`src/rtl/mem_port_arbiter_pkg.sv`:
```
// Shared encodings for the unified memory port arbiter.
package mem_port_arbiter_pkg;

  typedef enum logic [1:0] {
    StIdle   = 2'd0,
    StAccess = 2'd1,
    StResp   = 2'd2
  } state_e;

  typedef enum logic {
    OwnerCpu = 1'b0,
    OwnerExt = 1'b1
  } owner_e;

endpackage

```
`src/rtl/rr_arbiter2.sv`:
```
// Two-way round-robin pick: on contention the port that did not win last time is granted.
module rr_arbiter2
  import mem_port_arbiter_pkg::*;
(
  input  logic [1:0] req,
  input  owner_e     last_grant,
  output logic [1:0] grant
);

  // Bit 0 is the CPU port, bit 1 the EXT port.
  always_comb begin
    grant = 2'b00;
    case (req)
      2'b01:   grant = 2'b01;
      2'b10:   grant = 2'b10;
      2'b11:   grant = (last_grant == OwnerExt) ? 2'b01 : 2'b10;
      default: grant = 2'b00;
    endcase
  end

endmodule

```
`src/rtl/mem_port_arbiter.sv`:
```
// Shares one memory port between the CPU controller and an external loader/debug master,
// serialising req/ack transfers onto a valid/ready memory handshake with a response timeout.
module mem_port_arbiter
  import mem_port_arbiter_pkg::*;
#(
  parameter int unsigned ADDR_WIDTH = 32,
  parameter int unsigned DATA_WIDTH = 32,
  parameter int unsigned TIMEOUT    = 255
) (
  input  logic                    clock,
  input  logic                    reset,
  input  logic                    cpu_req,
  input  logic                    cpu_we,
  input  logic [ADDR_WIDTH-1:0]   cpu_addr,
  input  logic [DATA_WIDTH-1:0]   cpu_wdata,
  input  logic [DATA_WIDTH/8-1:0] cpu_wstrb,
  output logic [DATA_WIDTH-1:0]   cpu_rdata,
  output logic                    cpu_ack,
  output logic                    cpu_err,
  input  logic                    ext_req,
  input  logic                    ext_we,
  input  logic [ADDR_WIDTH-1:0]   ext_addr,
  input  logic [DATA_WIDTH-1:0]   ext_wdata,
  input  logic [DATA_WIDTH/8-1:0] ext_wstrb,
  output logic [DATA_WIDTH-1:0]   ext_rdata,
  output logic                    ext_ack,
  output logic                    ext_err,
  output logic                    mem_valid,
  output logic                    mem_we,
  output logic [ADDR_WIDTH-1:0]   mem_addr,
  output logic [DATA_WIDTH-1:0]   mem_wdata,
  output logic [DATA_WIDTH/8-1:0] mem_wstrb,
  input  logic [DATA_WIDTH-1:0]   mem_rdata,
  input  logic                    mem_ready,
  output logic                    grant_ext
);

  // A zero TIMEOUT still needs a legal one-bit counter even though it is never consulted.
  localparam int unsigned CntW = (TIMEOUT > 0) ? $clog2(TIMEOUT + 1) : 1;

  state_e                  state_q, state_d;
  owner_e                  owner_q, last_grant_q;
  logic                    we_q;
  logic [ADDR_WIDTH-1:0]   addr_q;
  logic [DATA_WIDTH-1:0]   wdata_q;
  logic [DATA_WIDTH/8-1:0] wstrb_q;
  logic [DATA_WIDTH-1:0]   rdata_q, rdata_d;
  logic                    err_q, err_d;
  logic [CntW-1:0]         cnt_q, cnt_d, cnt_inc;
  logic [1:0]              grant;
  logic                    grant_en, timeout_hit, in_resp;

  rr_arbiter2 u_rr_arbiter2 (
    .req        ({ext_req, cpu_req}),
    .last_grant (last_grant_q),
    .grant      (grant)
  );

  assign cnt_inc     = cnt_q + 1'b1;
  assign timeout_hit = (TIMEOUT != 0) && (cnt_inc == CntW'(TIMEOUT));

  always_comb begin
    state_d  = state_q;
    cnt_d    = cnt_q;
    rdata_d  = rdata_q;
    err_d    = err_q;
    grant_en = 1'b0;
    unique case (state_q)
      StIdle: begin
        cnt_d = '0;
        if (grant != 2'b00) begin
          grant_en = 1'b1;
          state_d  = StAccess;
        end
      end
      StAccess: begin
        // A ready arriving on the last permitted cycle still completes normally.
        if (mem_ready) begin
          rdata_d = we_q ? '0 : mem_rdata;
          err_d   = 1'b0;
          state_d = StResp;
        end else if (timeout_hit) begin
          rdata_d = '0;
          err_d   = 1'b1;
          state_d = StResp;
        end else if (cnt_q != '1) begin
          cnt_d = cnt_inc;
        end
      end
      StResp:  state_d = StIdle;
      default: state_d = StIdle;
    endcase
  end

  always_ff @(posedge clock or posedge reset) begin
    if (reset) begin
      state_q      <= StIdle;
      owner_q      <= OwnerCpu;
      last_grant_q <= OwnerExt;
      we_q         <= 1'b0;
      addr_q       <= '0;
      wdata_q      <= '0;
      wstrb_q      <= '0;
      rdata_q      <= '0;
      err_q        <= 1'b0;
      cnt_q        <= '0;
    end else begin
      state_q <= state_d;
      cnt_q   <= cnt_d;
      rdata_q <= rdata_d;
      err_q   <= err_d;
      if (grant_en) begin
        owner_q      <= grant[1] ? OwnerExt : OwnerCpu;
        last_grant_q <= grant[1] ? OwnerExt : OwnerCpu;
        we_q         <= grant[1] ? ext_we    : cpu_we;
        addr_q       <= grant[1] ? ext_addr  : cpu_addr;
        wdata_q      <= grant[1] ? ext_wdata : cpu_wdata;
        wstrb_q      <= grant[1] ? ext_wstrb : cpu_wstrb;
      end
    end
  end

  assign in_resp   = (state_q == StResp);
  assign mem_valid = (state_q == StAccess);
  assign mem_we    = we_q;
  assign mem_addr  = addr_q;
  assign mem_wdata = wdata_q;
  assign mem_wstrb = wstrb_q;
  assign grant_ext = (state_q != StIdle) && (owner_q == OwnerExt);

  assign cpu_ack   = in_resp && (owner_q == OwnerCpu);
  assign ext_ack   = in_resp && (owner_q == OwnerExt);
  assign cpu_err   = cpu_ack && err_q;
  assign ext_err   = ext_ack && err_q;
  assign cpu_rdata = cpu_ack ? rdata_q : '0;
  assign ext_rdata = ext_ack ? rdata_q : '0;

endmodule

```
`config.mk`:
```
export PLATFORM = sky130hd
export DESIGN_NAME = mem_port_arbiter
export DESIGN_NICKNAME = d
export VERILOG_FILES = /design/src/rtl/mem_port_arbiter_pkg.sv /design/src/rtl/rr_arbiter2.sv /design/src/rtl/mem_port_arbiter.sv
export SDC_FILE = /design/constraint.sdc
export NUM_CORES = 1
export LEC_CHECK = 0
export CAP_MARGIN = 10
export CORE_MARGIN = 5
export CORE_UTILIZATION = 42
export CTS_CLUSTER_DIAMETER = 60
export DETAILED_ROUTE_END_ITERATION = 10
export GPL_TIMING_DRIVEN = 0
export HOLD_SLACK_MARGIN = 0.05
export PLACE_DENSITY_LB_ADDON = 0.25
export SLEW_MARGIN = 20
export SYNTH_ARGS = -nofsm -noshare
export SYNTH_HDL_FRONTEND = slang
export SYNTH_SLANG_ARGS = --single-unit
```
`constraint.sdc`:
```
create_clock -name clock -period 7.9 [get_ports clock]
set_input_delay 1.58 -clock clock [delete_from_list [all_inputs] [get_ports clock]]
set_output_delay 1.58 -clock clock [all_outputs]
set_load 0.005 [all_outputs]
```
==> flow_metrics.tcl, run 1 <==
set metrics [dict create \
    status "completed" \
    grt_max_degree 59 \
    clk_pin_slew_ns 0.05 \
    ys.flop_type "dfrtp_1" \
    cts_setup_buffers 0 \
    initial_core_util 0.426 \
    yosys-mux-area-fraction 0.123 \
    synth-edff-count 0 \
    yosysWarnings 0 \
    synth-xor-area-share 0.00468 \
    htree_levels 4 \
    setup_ws_ns 3.53 \
    crit_chain "buf_2 -> nor3b_1 -> clkbuf_1 -> and2_1 -> clkdlybuf4s50_1" \
    synth.distinct_cells 51 \
    setup_viol 0 \
    dieArea_um2 15800 \
    yosysTopAreaCell "dfrtp_1" \
    rows 42 \
    cts_made_buffers 17 \
    cts_tree "done" \
    power_density_nw_per_um2 317 \
    yosysSeqAreaShare 0.508 \
    synth_fa_ha_area_frac 0.00446 \
    ant_nets 0 \
    syn_nets 723 \
    mostFrequentLayoutCell "clkdlybuf4s50_1" \
    drc 0 \
    synth_cells 546 \
    cp_max_fo 10 \
    drt_iter0_drc 285 \
    maxCapViolations 0 \
    peakVddDrop_mv 0.150 \
    hold_viol 0 \
    die_w_um 126 \
    cts_buffer_depth 2 \
    vias_per_cell 5.08 \
    dp_cells 1036 \
    cts_hold_buf 0 \
    wl_per_cell_um 18.1 \
    drive_gt1_frac 0.0673 \
    die-height_um 126 \
    synth.avg_cell_area_um2 10.3 \
    grt_pass1_vias 5697 \
    core_um2 13200 \
    final_cells 1068 \
    dp_hpwl_um 15400 \
    dpl_worst_slack_ns 3.97 \
    finalWeightedCongestion 0.881 \
    end_kind "primary output" \
    grt_overflow 0 \
    fin_crit_sh 0.554 \
    rsz0062_at_grt "no" \
    boundaryPins 314 \
    worst_clock_skew_ns 0.00949 \
    wl_um 19300 \
    async_flop_share 1.00 \
    nets 1056 \
    cts.sinks 114 \
    clk_latency_ns 0.41 \
    layout_common_cells "clkdlybuf4s50_1 (313), dfrtp_1 (113), nand2_1 (83)" \
    setup_tns_ns 0 \
    grt_pass1_wl_um 30200 \
    hp-class "reg2reg" \
    leakage_nw 4.09 \
    synthToLayoutAreaGrowth_pct 71.0 \
    io_buffers 313 \
    synth.area.top_cells "dfrtp_1 (50%), mux2i_1 (12%), and2_1 (7.4%), o21ai_0 (6.2%), nand2_1 (5.6%)" \
    clock-root-buffer "clkbuf_16" \
    final_max_slew_viol_count 0 \
    yosys.area_share.simple 0.163 \
    diodes 0 \
    worstPathArrival_ns 2.79 \
    fmax_mhz 229 \
    synth_top_family_by_area "simple AND/OR/NAND/NOR gates" \
    critical_path_class "reg2out" \
    min_period_ns 4.37 \
    worst_pin_slew_ns 0.884 \
    post_cts_resized 0 \
    yosys.area.top_type_share 0.504 \
    ys_seq_elements 114 \
    cpMaxStageDelayCell "nor3b_1" \
    crit_path_start_kind "flop" \
    antenna_found_initial 0 \
    grt_usage 0.242 \
    cp_slowest_stage_delay_ns 0.75 \
    synth_compound_area_frac 0.158 \
    cp_data_required_time_ns 6.32 \
    final_util 0.728 \
    power_mw 3.04 \
    synth_area_um2 5610 \
    drtPass1Iterations 4 \
    slew_headroom 0.409 \
    vias 5424 \
]
-- per-stage QoR --
step	hold slack [ns]	cell area, um2
finish	0.481	9600
global route	0.502	9600
CTS	0.482	9600
detailed placement	0.471	9000
global placement	0.463	8970
floorplan	0.471	5610
-- routing by layer --
metal / vias up / track usage / wire [um]
li1: 2568 / - / -
met1: 2592 / 0.259 / 7120
met2: 235 / 0.450 / 10400
met3: 29 / 0.0759 / 1460
met4: 0 / 0.0810 / 326
met5: - / 0 / 0
-- path summary, 6_finish.rpt --
check,from,slack (ns),cells after the start,end
setup / recovery,state_q[0],3.53,5,cpu_rdata[5]
hold / removal,mem_wdata[13],0.48,2,mem_wdata[13]
setup reg to reg,cnt_q[0],5.50,8,cnt_q[1]
hold reg to reg,mem_wdata[13],0.48,2,mem_wdata[13]
max in group asynchronous,reset,5.62,3,mem_addr[3]
min in group asynchronous,reset,1.61,2,rdata_q[24]
-- area by class of cell --
class,instances,area [um2]
buffer,41,198
fill,923,3590
clock buffer,20,467
timing repair buffer,314,3160
multi-input combinational,386,2540
clock inverter,12,131
inverter,5,23.8
sequential,114,2850
tap,176,220
-- state kept, by name, indices dropped and copies added (netlist names) --
signal,cells
mem_addr,32
mem_wdata,32
rdata_q,32
cnt_q,8
mem_wstrb,4
state_q,2
err_q,1
last_grant_q,1
mem_we,1
owner_q,1
-- cells by family after synthesis --
group | count (synthesis)
simple gates | 180
compound gates | 132
fa+ha+maj | 2
flops | 114
buf+inv | 46
mux | 69
xor+xnor | 3
-- worst max-delay path: cells and delay by family (launching register included) --
kind          cells  cell delay (ns)
buf+inv           3             1.06
flops             1             0.35
simple gates      2             0.95
-- cells in the mapped netlist (3+ instances only) --
| cell type | n |
|---|---|
| nand2b_1 | 3 |
| nand3_1 | 3 |
| a22o_1 | 33 |
| nor2_1 | 8 |
| o21ai_0 | 69 |
| buf_6 | 4 |
| o21ai_1 | 4 |
| o211ai_1 | 3 |
| mux2i_1 | 69 |
| nor2b_1 | 3 |
| clkbuf_1 | 27 |
| buf_2 | 8 |
| nand2_1 | 83 |
| a21oi_1 | 7 |
| and2_1 | 66 |
| inv_2 | 3 |
| dfrtp_1 | 113 |
-- power by group --
group | leakage (nW) | switching [mW] | total (mW) | internal [mW]
combinational | 2.38 | 0.554 | 1.22 | 0.669
clock | 0.284 | 0.273 | 0.762 | 0.488
sequential | 1.43 | 0.189 | 1.05 | 0.865
total | 4.09 | 1.02 | 3.04 | 2.02
Power figures use the tool's default switching activity.
==> run 2: changes to the inputs <==
- CORE_UTILIZATION: 42 -> 39
- clock period: 7.9 -> 4.3 ns (I/O delays scaled with it)
==> run 2 against run 1 <==
Compared with the run above:
- non-clock buffer count unchanged
- global-route usage is 1.1 points lower
- total power rose by 80%
- via count up 0.39%
- die area grew 7.1%
- first-iteration DRC count decreased by 13%
- critical path depth did not move
- flip-flop and latch count unchanged
- worst hold slack worse by 0.0016 ns
- critical endpoint is now cpu_rdata[3]
==> flow_metrics.tcl, run 2 (synthesis gave the netlist of run 1 again) <==
set metrics [dict create \
    power_density_nw_per_um2 572 \
    synthToLayoutAreaGrowth_pct 70.0 \
    crit_path_start_kind "flop" \
    seq_area_um2 2850 \
    rrSetupSlack_ns 1.93 \
    final_max_slew_viol_count 0 \
    diodes 0 \
    maxCapViolations 0 \
    peakVddDrop_mv 0.302 \
    cts_tree "done" \
    initial_core_util 0.401 \
    leakage_nw 4.08 \
    clock-root-buffer "clkbuf_16" \
    end_kind "primary output" \
    final_area_um2 9540 \
    die-height_um 130 \
    grt_overflow 0 \
    drc 0 \
    cts_made_buffers 17 \
    hp-class "reg2reg" \
    finalWeightedCongestion 0.877 \
    drt_iter0_drc 249 \
    cts.sinks 114 \
    worst_pin_slew_ns 0.838 \
    clk_pin_slew_ns 0.05 \
    worstPathArrival_ns 2.74 \
    wl_um 19700 \
    cts_setup_buffers 0 \
    drtPass1Iterations 4 \
    setup_ws_ns 0.698 \
    crit_end "cpu_rdata[3]" \
    n_fill_cell 1070 \
    boundaryPins 314 \
    htree_levels 4 \
    fmax_mhz 278 \
    wl_per_cell_um 18.3 \
    dpl_worst_slack_ns 1.05 \
    dp_cells 1040 \
    vias_per_cell 5.08 \
    cp_data_required_time_ns 3.44 \
    mostFrequentLayoutCell "clkdlybuf4s50_1" \
    final_cells 1071 \
    cp_max_fo 10 \
    clk_latency_ns 0.41 \
    reg2reg_depth 8 \
    core_um2 14000 \
    dp_hpwl_um 15600 \
    min_period_ns 3.60 \
    final_util 0.682 \
    vias 5445 \
    die_w_um 130 \
    rows 43 \
    rsz0062_at_grt "no" \
    reg2reg_to "cnt_q[1]" \
    dieArea_um2 16900 \
    io_buffers 313 \
    drive_gt1_frac 0.0606 \
    worst_clock_skew_ns 0.0115 \
    place_area_um2 9000 \
    hold_viol 0 \
    cts_hold_buf 0 \
    multi_input_area_um2 2540 \
    grt_max_degree 68 \
    nets 1056 \
    post_cts_resized 0 \
    grt_usage 0.231 \
    slew_headroom 0.440 \
    ant_nets 0 \
    grt_pass1_wl_um 30200 \
    cts_buffer_depth 2 \
    status "completed" \
    layout_common_cells "clkdlybuf4s50_1 (313), dfrtp_1 (113), nand2_1 (83)" \
    cp-startpoint "state_q[0]" \
    grt_pass1_vias 5850 \
    whs_path_depth 2 \
    r2r_start "cnt_q[0]" \
    critical_path_class "reg2out" \
    fin_crit_sh 0.838 \
    antenna_found_initial 0 \
    setup_viol 0 \
    hold-worst-slack_ns 0.479 \
]
-- run 2: critical path, stage by stage (launching register included) --
cell	delay, ns
dfrtp_1	0.35
buf_2	0.19
nor3b_1	0.72
clkbuf_1	0.34
and2_1	0.20
clkdlybuf4s50_1	0.53
-- run 2: how the worst min path moves through the flow --
stage / start / to / slack [ns]
after detailed placement: mem_addr[1] / mem_addr[1] / 0.47
final: mem_wdata[4] / mem_wdata[4] / 0.48
after CTS: mem_addr[1] / mem_addr[1] / 0.48
after floorplan: rdata_q[10] / rdata_q[10] / 0.47
after global placement: mem_addr[1] / mem_addr[1] / 0.46
after global routing: mem_addr[1] / mem_addr[1] / 0.50
-- run 2: routing by layer --
metal  global-route usage  share of wire  vias up
met2                0.414           0.52      255
met1                0.249           0.36     2588
met4               0.0917          0.030        0
met3               0.0806          0.094       39
met5                    0              0        -
li1                     -              -     2563
-- run 2: per-stage QoR --
step / TNS, ns / power (mW)
6_report: 0 / 5.46
4_1_cts: 0 / 5.51
2_1_floorplan: 0 / 2.84
5_1_grt: 0 / 5.80
3_5_place_dp: 0 / 4.19
3_3_place_gp: -122.13 / 4.10
-- run 2: layout make-up --
type | instances | area share
plain buffers | 41 | 0.0207
well taps | 180 | 0.0236
flip-flops and latches | 114 | 0.299
repair buffers | 314 | 0.331
clock inverters | 6 | 0.00577
clock buffers | 25 | 0.0509
multi-input cells | 386 | 0.266
inverters | 5 | 0.00249
-- run 2: power by group --
part	internal [mW]	switching, mW	leakage [nW]
clock	0.830	0.458	0.271
sequential	1.59	0.331	1.43
combinational	1.23	1.02	2.38
==> run 3: changes to the inputs <==
- clock period: 4.3 -> 3.5 ns (I/O delays scaled with it)
==> run 3 against run 2 <==
Compared with the run above:
- register-to-register slack got worse by 0.80 ns
- clock skew fell by 0.0048 ns
- largest power group unchanged
- total power rose by 25%
- highest routed layer unchanged
==> flow_metrics.tcl, run 3 (synthesis gave the netlist of run 1 again) <==
set metrics [dict create \
    mostFrequentLayoutCell "clkdlybuf4s50_1" \
    final_max_slew_viol_count 0 \
    combPwrFrac 0.407 \
    worst_clock_skew_ns 0.00678 \
    power_density_nw_per_um2 708 \
    clock-root-buffer "clkbuf_16" \
    fin_crit_sh 0.925 \
    cpMaxStageDelayCell "clkdlybuf4s50_1" \
    nets 1059 \
    hold_path.startpoint "mem_wdata[13]" \
    maxCapViolations 0 \
    drtPass1Iterations 4 \
    grt_pass1_vias 5720 \
    whs_path_depth 2 \
    vias 5466 \
    drc 0 \
    rrSetupSlack_ns 1.13 \
    internal-power_mw 4.55 \
    cp-startpoint "state_q[0]" \
    dieArea_um2 16900 \
    finalWeightedCongestion 0.864 \
    reg2reg_depth 8 \
    end_kind "primary output" \
    drt_iter0_drc 224 \
    cts_made_buffers 17 \
    cts.sinks 114 \
    setup_viol 0 \
    die_w_um 130 \
    initial_core_util 0.401 \
    htree_levels 4 \
    status "completed" \
    setup_tns_ns 0 \
    cp_data_required_time_ns 2.80 \
    leakage_nw 4.12 \
    grt_pass1_wl_um 30200 \
    io_buffers 313 \
    grt_usage 0.232 \
    wl_um 19800 \
    boundaryPins 314 \
    cp_max_fo 10 \
    core_um2 14000 \
    worstPathArrival_ns 2.54 \
    layout_common_cells "clkdlybuf4s50_1 (313), dfrtp_1 (113), nand2_1 (83)" \
    switchingPower_mw 2.28 \
    rows 43 \
    rsz0062_at_grt "no" \
    grt_max_degree 36 \
    clk_pin_slew_ns 0.05 \
    seqPwrFrac 0.348 \
    hold_viol 0 \
    cts_tree "done" \
    worst_pin_slew_ns 0.733 \
    grt_overflow 0 \
    crit_chain "buf_2 -> inv_2 -> and3_1 -> clkbuf_1 -> clkbuf_1 -> and2_1 -> clkdlybuf4s50_1" \
    critical_path_class "reg2out" \
    fmax_mhz 309 \
    cts_buffer_depth 2 \
    dp_hpwl_um 15800 \
    min_period_ns 3.24 \
    r2r_start "cnt_q[0]" \
    cts_hold_buf 0 \
    diodes 0 \
    crit_family "buffers and inverters" \
    ant_nets 0 \
    final_util 0.690 \
    drive_gt1_frac 0.0682 \
    clockPowerShare 0.245 \
    antenna_found_initial 0 \
    crit_path_start_kind "flop" \
    path_depth 7 \
    synthToLayoutAreaGrowth_pct 71.9 \
    switching_share 0.334 \
    vias_per_cell 5.08 \
    cp_slowest_stage_delay_ns 0.55 \
    path_common_cell "clkbuf_1" \
    peakVddDrop_mv 0.370 \
    die-height_um 130 \
    cts_setup_buffers 0 \
    slew_headroom 0.512 \
    worst-path-buf-inv 5 \
    clk_latency_ns 0.41 \
    wl_per_cell_um 18.4 \
    hp-class "reg2reg" \
]
==> run 3: metal layers <==
metal / part of all wire / track usage / up-vias
met5: 0 / 0 / -
met4: 0.035 / 0.103 / 0
met3: 0.090 / 0.0757 / 41
met2: 0.52 / 0.412 / 263
met1: 0.36 / 0.252 / 2593
li1: - / - / 2569
==> run 3: through the flow <==
stage	instances	setup slack (ns)	hold WS, ns	power, mW	cell area (um2)
global placement	1039	0.340	0.462	5.05	8970
finish	1075	0.261	0.474	6.83	9650
floorplan	546	1.42	0.471	3.49	5620
detailed placement	1043	0.402	0.469	5.17	9070
CTS	1075	0.237	0.481	6.90	9650
global route	1075	0.118	0.500	7.27	9650
==> run 3: final timing paths <==
check                                end
max in group asynchronous  mem_wdata[11]
hold reg to reg            mem_wdata[13]
hold / removal             mem_wdata[13]
setup reg to reg                cnt_q[1]
setup / recovery            ext_rdata[2]
min in group asynchronous    rdata_q[19]
==> run 3: repair_timing <==
action / 4_1_cts / 5_1_grt
endpoints found under the hold margin: 0 / 0
resized for setup: 1 / 0
endpoints found under the setup margin: 10 / 0
==> run 3: layout make-up <==
class	count	area [um2]
fill	1064	4340
buffer	41	198
timing repair buffer	317	3230
clock buffer	22	464
tap	180	225
sequential	114	2850
multi-input combinational	386	2550
clock inverter	10	109
inverter	5	22.5
==> run 3: power by group through the flow <==
| stage | logic (mW) | clock network, mW | registers [mW] |
|---|---|---|---|
| floorplan | 1.18 | 0 | 2.31 |
| global route | 3.05 | 1.76 | 2.46 |
| finish | 2.78 | 1.67 | 2.37 |
| detailed placement | 2.79 | 0 | 2.38 |
| CTS | 2.83 | 1.70 | 2.37 |
| global placement | 2.72 | 0 | 2.33 |
==> run 3: worst reg2reg max path, delay by kind of cell (launching register included) <==
family	cells	cell delay, ns
AND/OR/NAND/NOR	3	0.39
buffers and inverters	1	0.17
flip-flops	1	0.46
AO/OA/AOI/OAI	3	0.98
adder cells (fa/ha/maj)	1	0.24
